## config.mk

```make
export PLATFORM = sky130hd
export DESIGN_NAME = addsub_accum_seq_flat
export DESIGN_NICKNAME = d
export VERILOG_FILES = /design/src/rtl/addsub_pkg.sv /design/src/rtl/addsub_accum_seq_if.sv /design/src/rtl/addsub_accum_seq_adder.sv /design/src/rtl/addsub_accum_seq.sv /design/src/flat_wrapper.sv
export SDC_FILE = /design/constraint.sdc
export NUM_CORES = 1
export LEC_CHECK = 0
export CAP_MARGIN = 20
export CORE_MARGIN = 4
export CORE_UTILIZATION = 35
export DETAILED_ROUTE_END_ITERATION = 8
export SETUP_SLACK_MARGIN = 0.1
export SLEW_MARGIN = 5
export SYNTH_ARGS = -nofsm -noshare
export SYNTH_HDL_FRONTEND = slang
export SYNTH_HIERARCHICAL = 1
export SYNTH_SLANG_ARGS = --single-unit
```

## constraint.sdc

```tcl
create_clock -name clk -period 6.3 [get_ports clk]
set_input_delay 0.945 -clock clk [delete_from_list [all_inputs] [get_ports clk]]
set_output_delay 0.945 -clock clk [all_outputs]
set_load 0.05 [all_outputs]
```

## src/rtl/addsub_pkg.sv

```systemverilog
// Shared types and constants for the accumulate sequencer and its 16-bit saturating adder.
package addsub_pkg;

    localparam int DATA_W    = 16;
    localparam int CNT_W_DEF = 4;

    typedef enum logic [1:0] {
        IDLE = 2'b00,
        RUN  = 2'b01,
        DONE = 2'b10
    } state_e;

    localparam logic [DATA_W-1:0] SAT_POS = 16'h7FFF;
    localparam logic [DATA_W-1:0] SAT_NEG = 16'h8000;

    // Clamp value for an overflow; the sign of the A operand tells the direction.
    function automatic logic [DATA_W-1:0] sat_limit(input logic neg);
        return neg ? SAT_NEG : SAT_POS;
    endfunction

endpackage

```

## src/rtl/addsub_accum_seq_if.sv

```systemverilog
// Command / operand / result handshake bundle for addsub_accum_seq.
// ovf_cnt is present only when ADDSUB_ACC_OVFCNT_EN is defined.
interface addsub_accum_seq_if
    import addsub_pkg::*;
#(
    parameter int CNT_W = CNT_W_DEF
);
    // Every channel transfers on a rising clk edge where its valid and ready are both 1;
    // ready never depends combinationally on valid, and valid is held until the transfer.
    logic              cmd_valid;
    logic              cmd_ready;
    logic [CNT_W-1:0]  cmd_len;
    logic              cmd_sub;
    logic [DATA_W-1:0] cmd_init;
    logic              op_valid;
    logic              op_ready;
    logic [DATA_W-1:0] op_data;
    logic              res_valid;
    logic              res_ready;
    logic [DATA_W-1:0] res_data;
    logic              res_sat;
    logic              busy;
    state_e            state_dbg;
`ifdef ADDSUB_ACC_OVFCNT_EN
    logic [CNT_W:0]    ovf_cnt;
`endif

    modport master (
        output cmd_valid, cmd_len, cmd_sub, cmd_init, op_valid, op_data, res_ready,
`ifdef ADDSUB_ACC_OVFCNT_EN
        input  ovf_cnt,
`endif
        input  cmd_ready, op_ready, res_valid, res_data, res_sat, busy, state_dbg
    );

    modport slave (
        input  cmd_valid, cmd_len, cmd_sub, cmd_init, op_valid, op_data, res_ready,
`ifdef ADDSUB_ACC_OVFCNT_EN
        output ovf_cnt,
`endif
        output cmd_ready, op_ready, res_valid, res_data, res_sat, busy, state_dbg
    );

endinterface

```

## src/rtl/addsub_accum_seq_adder.sv

```systemverilog
// 16-bit carry-lookahead adder with signed saturation; subtraction is done by the caller
// inverting B and driving sub as the carry-in.
module CLA_addsub_16
    import addsub_pkg::*;
(
    input  logic [15:0] a,
    input  logic [15:0] b,
    input  logic        sub,
    output logic [15:0] sum,
    output logic        ovfl
);

    always_comb begin
        logic [15:0] g;
        logic [15:0] p;
        logic [16:0] c;
        logic [3:0]  gg;
        logic [3:0]  pp;
        logic [15:0] raw;
        g     = a & b;
        p     = a ^ b;
        c     = '0;
        gg    = '0;
        pp    = '0;
        c[0]  = sub;
        // Four 4-bit lookahead groups; group carry-out comes from group G/P.
        for (int k = 0; k < 4; k++) begin
            c[4*k+1] = g[4*k] | (p[4*k] & c[4*k]);
            c[4*k+2] = g[4*k+1] | (p[4*k+1] & g[4*k]) | (p[4*k+1] & p[4*k] & c[4*k]);
            c[4*k+3] = g[4*k+2] | (p[4*k+2] & g[4*k+1]) | (p[4*k+2] & p[4*k+1] & g[4*k])
                     | (p[4*k+2] & p[4*k+1] & p[4*k] & c[4*k]);
            gg[k]    = g[4*k+3] | (p[4*k+3] & g[4*k+2]) | (p[4*k+3] & p[4*k+2] & g[4*k+1])
                     | (p[4*k+3] & p[4*k+2] & p[4*k+1] & g[4*k]);
            pp[k]    = &p[4*k +: 4];
            c[4*k+4] = gg[k] | (pp[k] & c[4*k]);
        end
        raw  = p ^ c[15:0];
        // Signed overflow iff carry into and out of the sign bit differ.
        ovfl = c[16] ^ c[15];
        sum  = ovfl ? sat_limit(a[15]) : raw;
    end

endmodule

```

## src/rtl/addsub_accum_seq.sv

```systemverilog
// Accumulate sequencer: loads a command, streams N operands through the saturating adder,
// returns the total with a sticky saturation flag. Optional ADDSUB_ACC_OVFCNT_EN adds ovf_cnt.
module addsub_accum_seq
    import addsub_pkg::*;
#(
    parameter int CNT_W = CNT_W_DEF
) (
    input  logic               clk,
    input  logic               rst_n,
    addsub_accum_seq_if.slave  bus
);

    state_e            state_q, state_d;
    logic [DATA_W-1:0] acc_q, acc_d;
    logic [CNT_W-1:0]  cnt_q, cnt_d;
    logic              sub_q, sub_d;
    logic              sat_q, sat_d;
`ifdef ADDSUB_ACC_OVFCNT_EN
    logic [CNT_W:0]    ovf_q, ovf_d;
`endif

    logic              cmd_ready;
    logic              op_ready;
    logic              res_valid;
    logic [DATA_W-1:0] add_b;
    logic [DATA_W-1:0] add_sum;
    logic              add_ovfl;

    assign add_b = sub_q ? ~bus.op_data : bus.op_data;

    CLA_addsub_16 u_adder (
        .a    (acc_q),
        .b    (add_b),
        .sub  (sub_q),
        .sum  (add_sum),
        .ovfl (add_ovfl)
    );

    always_comb begin
        state_d   = state_q;
        acc_d     = acc_q;
        cnt_d     = cnt_q;
        sub_d     = sub_q;
        sat_d     = sat_q;
`ifdef ADDSUB_ACC_OVFCNT_EN
        ovf_d     = ovf_q;
`endif
        cmd_ready = 1'b0;
        op_ready  = 1'b0;
        res_valid = 1'b0;
        case (state_q)
            IDLE: begin
                cmd_ready = 1'b1;
                if (bus.cmd_valid) begin
                    acc_d   = bus.cmd_init;
                    cnt_d   = bus.cmd_len;
                    sub_d   = bus.cmd_sub;
                    sat_d   = 1'b0;
`ifdef ADDSUB_ACC_OVFCNT_EN
                    ovf_d   = '0;
`endif
                    state_d = RUN;
                end
            end
            RUN: begin
                op_ready = 1'b1;
                if (bus.op_valid) begin
                    acc_d = add_sum;
                    sat_d = sat_q | add_ovfl;
                    cnt_d = cnt_q - 1'b1;
`ifdef ADDSUB_ACC_OVFCNT_EN
                    ovf_d = ovf_q + {{CNT_W{1'b0}}, add_ovfl};
`endif
                    // cnt holds operands remaining minus one, so zero marks the last one.
                    if (cnt_q == '0) state_d = DONE;
                end
            end
            DONE: begin
                res_valid = 1'b1;
                if (bus.res_ready) state_d = IDLE;
            end
            default: state_d = IDLE;
        endcase
    end

    always_ff @(posedge clk) begin
        if (!rst_n) begin
            state_q <= IDLE;
            acc_q   <= '0;
            cnt_q   <= '0;
            sub_q   <= 1'b0;
            sat_q   <= 1'b0;
`ifdef ADDSUB_ACC_OVFCNT_EN
            ovf_q   <= '0;
`endif
        end else begin
            state_q <= state_d;
            acc_q   <= acc_d;
            cnt_q   <= cnt_d;
            sub_q   <= sub_d;
            sat_q   <= sat_d;
`ifdef ADDSUB_ACC_OVFCNT_EN
            ovf_q   <= ovf_d;
`endif
        end
    end

    assign bus.cmd_ready = cmd_ready;
    assign bus.op_ready  = op_ready;
    assign bus.res_valid = res_valid;
    assign bus.res_data  = acc_q;
    assign bus.res_sat   = sat_q;
    assign bus.busy      = (state_q != IDLE);
    assign bus.state_dbg = state_q;
`ifdef ADDSUB_ACC_OVFCNT_EN
    assign bus.ovf_cnt   = ovf_q;
`endif

endmodule
```

## src/flat_wrapper.sv

```systemverilog
// flat-port wrapper written by rule: the top's interface ports become plain ports
module addsub_accum_seq_flat import addsub_pkg::*;
#(
    parameter int CNT_W = CNT_W_DEF
)
  (clk, rst_n, bus_cmd_valid, bus_cmd_len, bus_cmd_sub, bus_cmd_init, bus_op_valid, bus_op_data, bus_res_ready, bus_cmd_ready, bus_op_ready, bus_res_valid, bus_res_data, bus_res_sat, bus_busy, bus_state_dbg);
  addsub_accum_seq_if #(.CNT_W(CNT_W)) bus_i ();
  input  logic clk;
  input  logic rst_n;
  input wire logic [$bits(bus_i.cmd_valid)-1:0] bus_cmd_valid;
  input wire logic [$bits(bus_i.cmd_len)-1:0] bus_cmd_len;
  input wire logic [$bits(bus_i.cmd_sub)-1:0] bus_cmd_sub;
  input wire logic [$bits(bus_i.cmd_init)-1:0] bus_cmd_init;
  input wire logic [$bits(bus_i.op_valid)-1:0] bus_op_valid;
  input wire logic [$bits(bus_i.op_data)-1:0] bus_op_data;
  input wire logic [$bits(bus_i.res_ready)-1:0] bus_res_ready;
  output wire logic [$bits(bus_i.cmd_ready)-1:0] bus_cmd_ready;
  output wire logic [$bits(bus_i.op_ready)-1:0] bus_op_ready;
  output wire logic [$bits(bus_i.res_valid)-1:0] bus_res_valid;
  output wire logic [$bits(bus_i.res_data)-1:0] bus_res_data;
  output wire logic [$bits(bus_i.res_sat)-1:0] bus_res_sat;
  output wire logic [$bits(bus_i.busy)-1:0] bus_busy;
  output wire logic [$bits(bus_i.state_dbg)-1:0] bus_state_dbg;
  assign bus_i.cmd_valid = bus_cmd_valid;
  assign bus_i.cmd_len = bus_cmd_len;
  assign bus_i.cmd_sub = bus_cmd_sub;
  assign bus_i.cmd_init = bus_cmd_init;
  assign bus_i.op_valid = bus_op_valid;
  assign bus_i.op_data = bus_op_data;
  assign bus_i.res_ready = bus_res_ready;
  assign bus_cmd_ready = bus_i.cmd_ready;
  assign bus_op_ready = bus_i.op_ready;
  assign bus_res_valid = bus_i.res_valid;
  assign bus_res_data = bus_i.res_data;
  assign bus_res_sat = bus_i.res_sat;
  assign bus_busy = bus_i.busy;
  assign bus_state_dbg = bus_i.state_dbg;
  addsub_accum_seq #(.CNT_W(CNT_W)) u_core (.clk(clk), .rst_n(rst_n), .bus(bus_i));
endmodule
```

==> reports/results.tsv <==
stage	metric	value	unit
status	status	completed	
die	die area	8037	um2
sta	final number of max-transition violations	0	
critical_path	CP startpoint	u_core/bus.state_dbg[0]	
global_route	total global-route track usage	16.92	%
routing	router iterations before antenna repair	4	
critical_path	WP buf/inv	2	
clocking	H-tree level count	1	
layout	Layout area overhead	30.46	%
critical_path	CP Class	reg -> out	
synth	Synth Register Bits	24	
sta	setup slack after layout	2.384	ns
critical_path	RR Startpoint	u_core/sub_q	
routing	Via Count	2262	
die	core area	6422	um2
worst_hold_path	Min-Delay Path Class	reg -> reg	
synth	Mapped Nets	343	
layout	antenna cells	0	
sta	# setup viols final	0	
synth	number of library cell types mapped by synthesis	51	
die	num ports	65	
power	Pleak	1.247	nW
critical_path	Slowest-stage cell, CP	clkdlybuf4s50_1	
critical_path	CP Data Required Time	5.35	ns
global_route	largest net degree at the start of global routing	24	
synth	Synth Area in Compound Gates	31.21	%
synth	synthesized area per cell	8.334	um2
sta	RSZ-0062 raised after global routing	no	
critical_path	Worst path max stage delay	0.89	ns
synth	register area share after synthesis	20.59	%
clocking	PostCTS Resize Cnt	0	
clocking	CTS Buf Count	3	
critical_path	cells along the critical path	nand2b_1, inv_2, clkdlybuf4s50_1	
synth	Post-synth EDFFs	0	
worst_hold_path	Hold Path Origin	u_core/cnt_q[2]	
placed_design	routability cong.	0.7990	
routing	# DRC	0	
placed_design	pre-CTS WS	2.189	ns
routing	antenna viol nets, final	0	
synth	XOR/XNOR Fraction of Synth Area	9.383	%
critical_path	Crit Path Max Fanout	20	
synth	ys flop type	dfxtp_1	
layout	Layout Nets	396	
clocking	CTS tree	done	
synth	largest family of logic cells by synthesized area	compound AO/OA/AOI/OAI gates	
synth	top cell type's share of synthesized area	20.59	%
layout	layout cell share with drive strength beyond 1	7.229	%
synth	Synth async-reset ratio	0	%
synth	mux cell area share after synthesis	3.968	%
die	die width	89.65	um
flow_run	maxcap violations	0	
die	initial core utilization	36.33	%
sta	period utilisation layout	62.16	%
placed_design	DP HPWL	4.795	mm
synth	synthesized area	2333	um2
clocking	root buf cell	clkbuf_8	
layout	# fillers	630	
critical_path	CP Capture Type	primary output	
synth	Yosys top cell by area	dfxtp_1	
synth	Ys Warns	6	
sta	Slew @ Worst Pin	1.046	ns
placed_design	port bufs	64	
critical_path	Worst Setup Start Kind	flop	
synth	Post-Synth Adder-Cell Area	12.55	%
clocking	worst-case clock buffer depth	2	
clocking	clock sinks	24	
clocking	clk_lat worst skew	0.28	ns
routing	WL final	6.703	mm
power	pwr dens	257.3	nW/um2
sta	minimum clock period	3.916	ns
die	FP Rows	29	
routing	Routed WL per cell	16.39	um
power	maximum VDD drop	0.00009794	V
critical_path	Critical Path AT	2.97	ns
sta	Setup TNS	0	ns
global_route	initial antenna violation count	0	
synth	Synth Area in Simple Gates	15.39	%
clocking	post-CTS setup buffers	0	
global_route	first-pass GRT wire length	10.70	mm
routing	DR vias/cell	5.531	
sta	Max-slew headroom	30.17	%
global_route	gr ovfl total	0	
sta	Hold Worst Slack	0.4828	ns
synth	top post-synthesis cells by area	dfxtp_1 (21%), ha_1 (9.1%), xor2_1 (7.1%)	
die	Die Height	89.65	um
sta	Final Hold Fails	0	
clocking	CTS clock-pin slew for the worst setup and hold paths	0.10	ns
synth	Post-Synthesis Cells	280	
critical_path	top cell family by delay on the critical path	buffers and inverters	
global_route	vias in the first global route	2227	
routing	DRT iter0 DRCs	140	
sta	Worst Skew	0.009011	ns
sta	Fmax	255.4	MHz
clocking	Hold Buf Count CTS	0	
==> state kept, by name, indices dropped and copies added, names as in the netlist <==
signal / cells
u_core/bus.res_data: 16
u_core/sub_q: 1
u_core/cnt_q: 4
u_core/bus.state_dbg: 2
u_core/bus.res_sat: 1
==> layout by cell type, fill, tap and decap left out, types with 2 or more instances in the layout <==
cell type,count
clkdlybuf4s50_1,64
nand2_1,42
a21oi_1,27
dfxtp_1,24
xor2_1,19
ha_1,17
inv_1,12
nor2_1,10
a311oi_2,10
mux2i_1,7
nor3_1,7
a311oi_1,7
o21ai_0,6
a21o_1,6
o21bai_1,6
xnor2_1,6
a31o_1,5
or3_1,4
o21a_1,4
fa_1,4
clkbuf_8,3
nand2b_1,3
nor4_1,3
nand3_1,3
o21ai_1,3
mux2_2,2
o32ai_1,2
a211oi_1,2
a31oi_1,2
a21oi_2,2
==> where the power goes <==
part	switching (mW)	internal [mW]	leakage, nW
sequential	0.0244	0.171	0.199
combinational	0.254	0.191	1.01
clock	0.0576	0.0852	0.0357
==> metal layers <==
metal,routed length [um],GRT usage (%),vias to the layer above
li1,-,-,1129
met1,3059,22.04,1075
met2,3235,29.26,56
met3,383,3.193,2
met4,23,3.112,0
met5,0,0,-
==> stage by stage <==
step / std cells / total power [mW] / utilization, % / cell area (um2)
2_1_floorplan: 280 / 0.5297 / - / 2333
3_3_place_gp: 404 / 0.6401 / 46.05 / 2958
3_5_place_dp: 404 / 0.6424 / 46.05 / 2958
4_1_cts: 408 / 0.7899 / 47.17 / 3029
5_1_grt: 409 / 0.8414 / 47.40 / 3044
6_report: 409 / 0.7833 / 47.40 / 3044
==> layout make-up <==
| type | count | area, um2 | share of cell area [%] |
|---|---|---|---|
| multi-input combinational | 226 | 1692 | 55.57 |
| sequential | 24 | 480.5 | 15.78 |
| tap | 77 | 96.34 | 3.165 |
| clock inverter | 1 | 30.03 | 0.9864 |
| timing repair buffer | 65 | 655.6 | 21.54 |
| clock buffer | 3 | 41.29 | 1.356 |
| inverter | 13 | 48.80 | 1.603 |
==> cells in the mapped netlist (all sizes together), types with 2 or more instances <==
cell type / instances
a31o: 5
xor2: 19
xnor2: 6
fa: 4
a31oi: 2
a21oi: 29
a21o: 6
or3: 4
mux2i: 7
ha: 17
a311oi: 17
a221oi: 2
o21bai: 6
nor2: 11
nand3: 4
mux2: 2
buf: 16
nand2b: 3
o21a: 4
dfxtp: 24
a211oi: 3
inv: 13
nand2: 42
o21ai: 9
o32ai: 2
nor4: 3
nor3: 7
==> final timing paths <==
check	to	slack [ns]	depth (start not counted)
max	bus_op_ready	2.38	3
max reg2reg	u_core/bus.res_data[2]	2.69	11
min reg2reg	u_core/cnt_q[2]	0.48	2
min	u_core/cnt_q[2]	0.48	2
==> kinds of logic (layout without fill, tap and decap cells) <==
kind of cell / after synthesis / after routing
AO/OA/AOI/OAI: 93 / 93
adder cells (fa/ha/maj): 21 / 21
AND/OR/NAND/NOR: 78 / 78
multiplexers: 9 / 9
buffers and inverters: 30 / 82
XOR/XNOR: 25 / 25
flip-flops: 24 / 24
==> worst register-to-register path, cell delays in order (launching register included) <==
cell,delay [ns]
dfxtp_1,0.71
buf_8,0.24
xor2_1,0.20
ha_1,0.28
a211oi_2,0.28
o21ai_1,0.17
a311oi_1,0.29
mux2i_1,0.13
a21oi_1,0.67
o21bai_1,0.22
nand2_1,0.09
a311oi_2,0.24
Power figures use the tool's default switching activity.
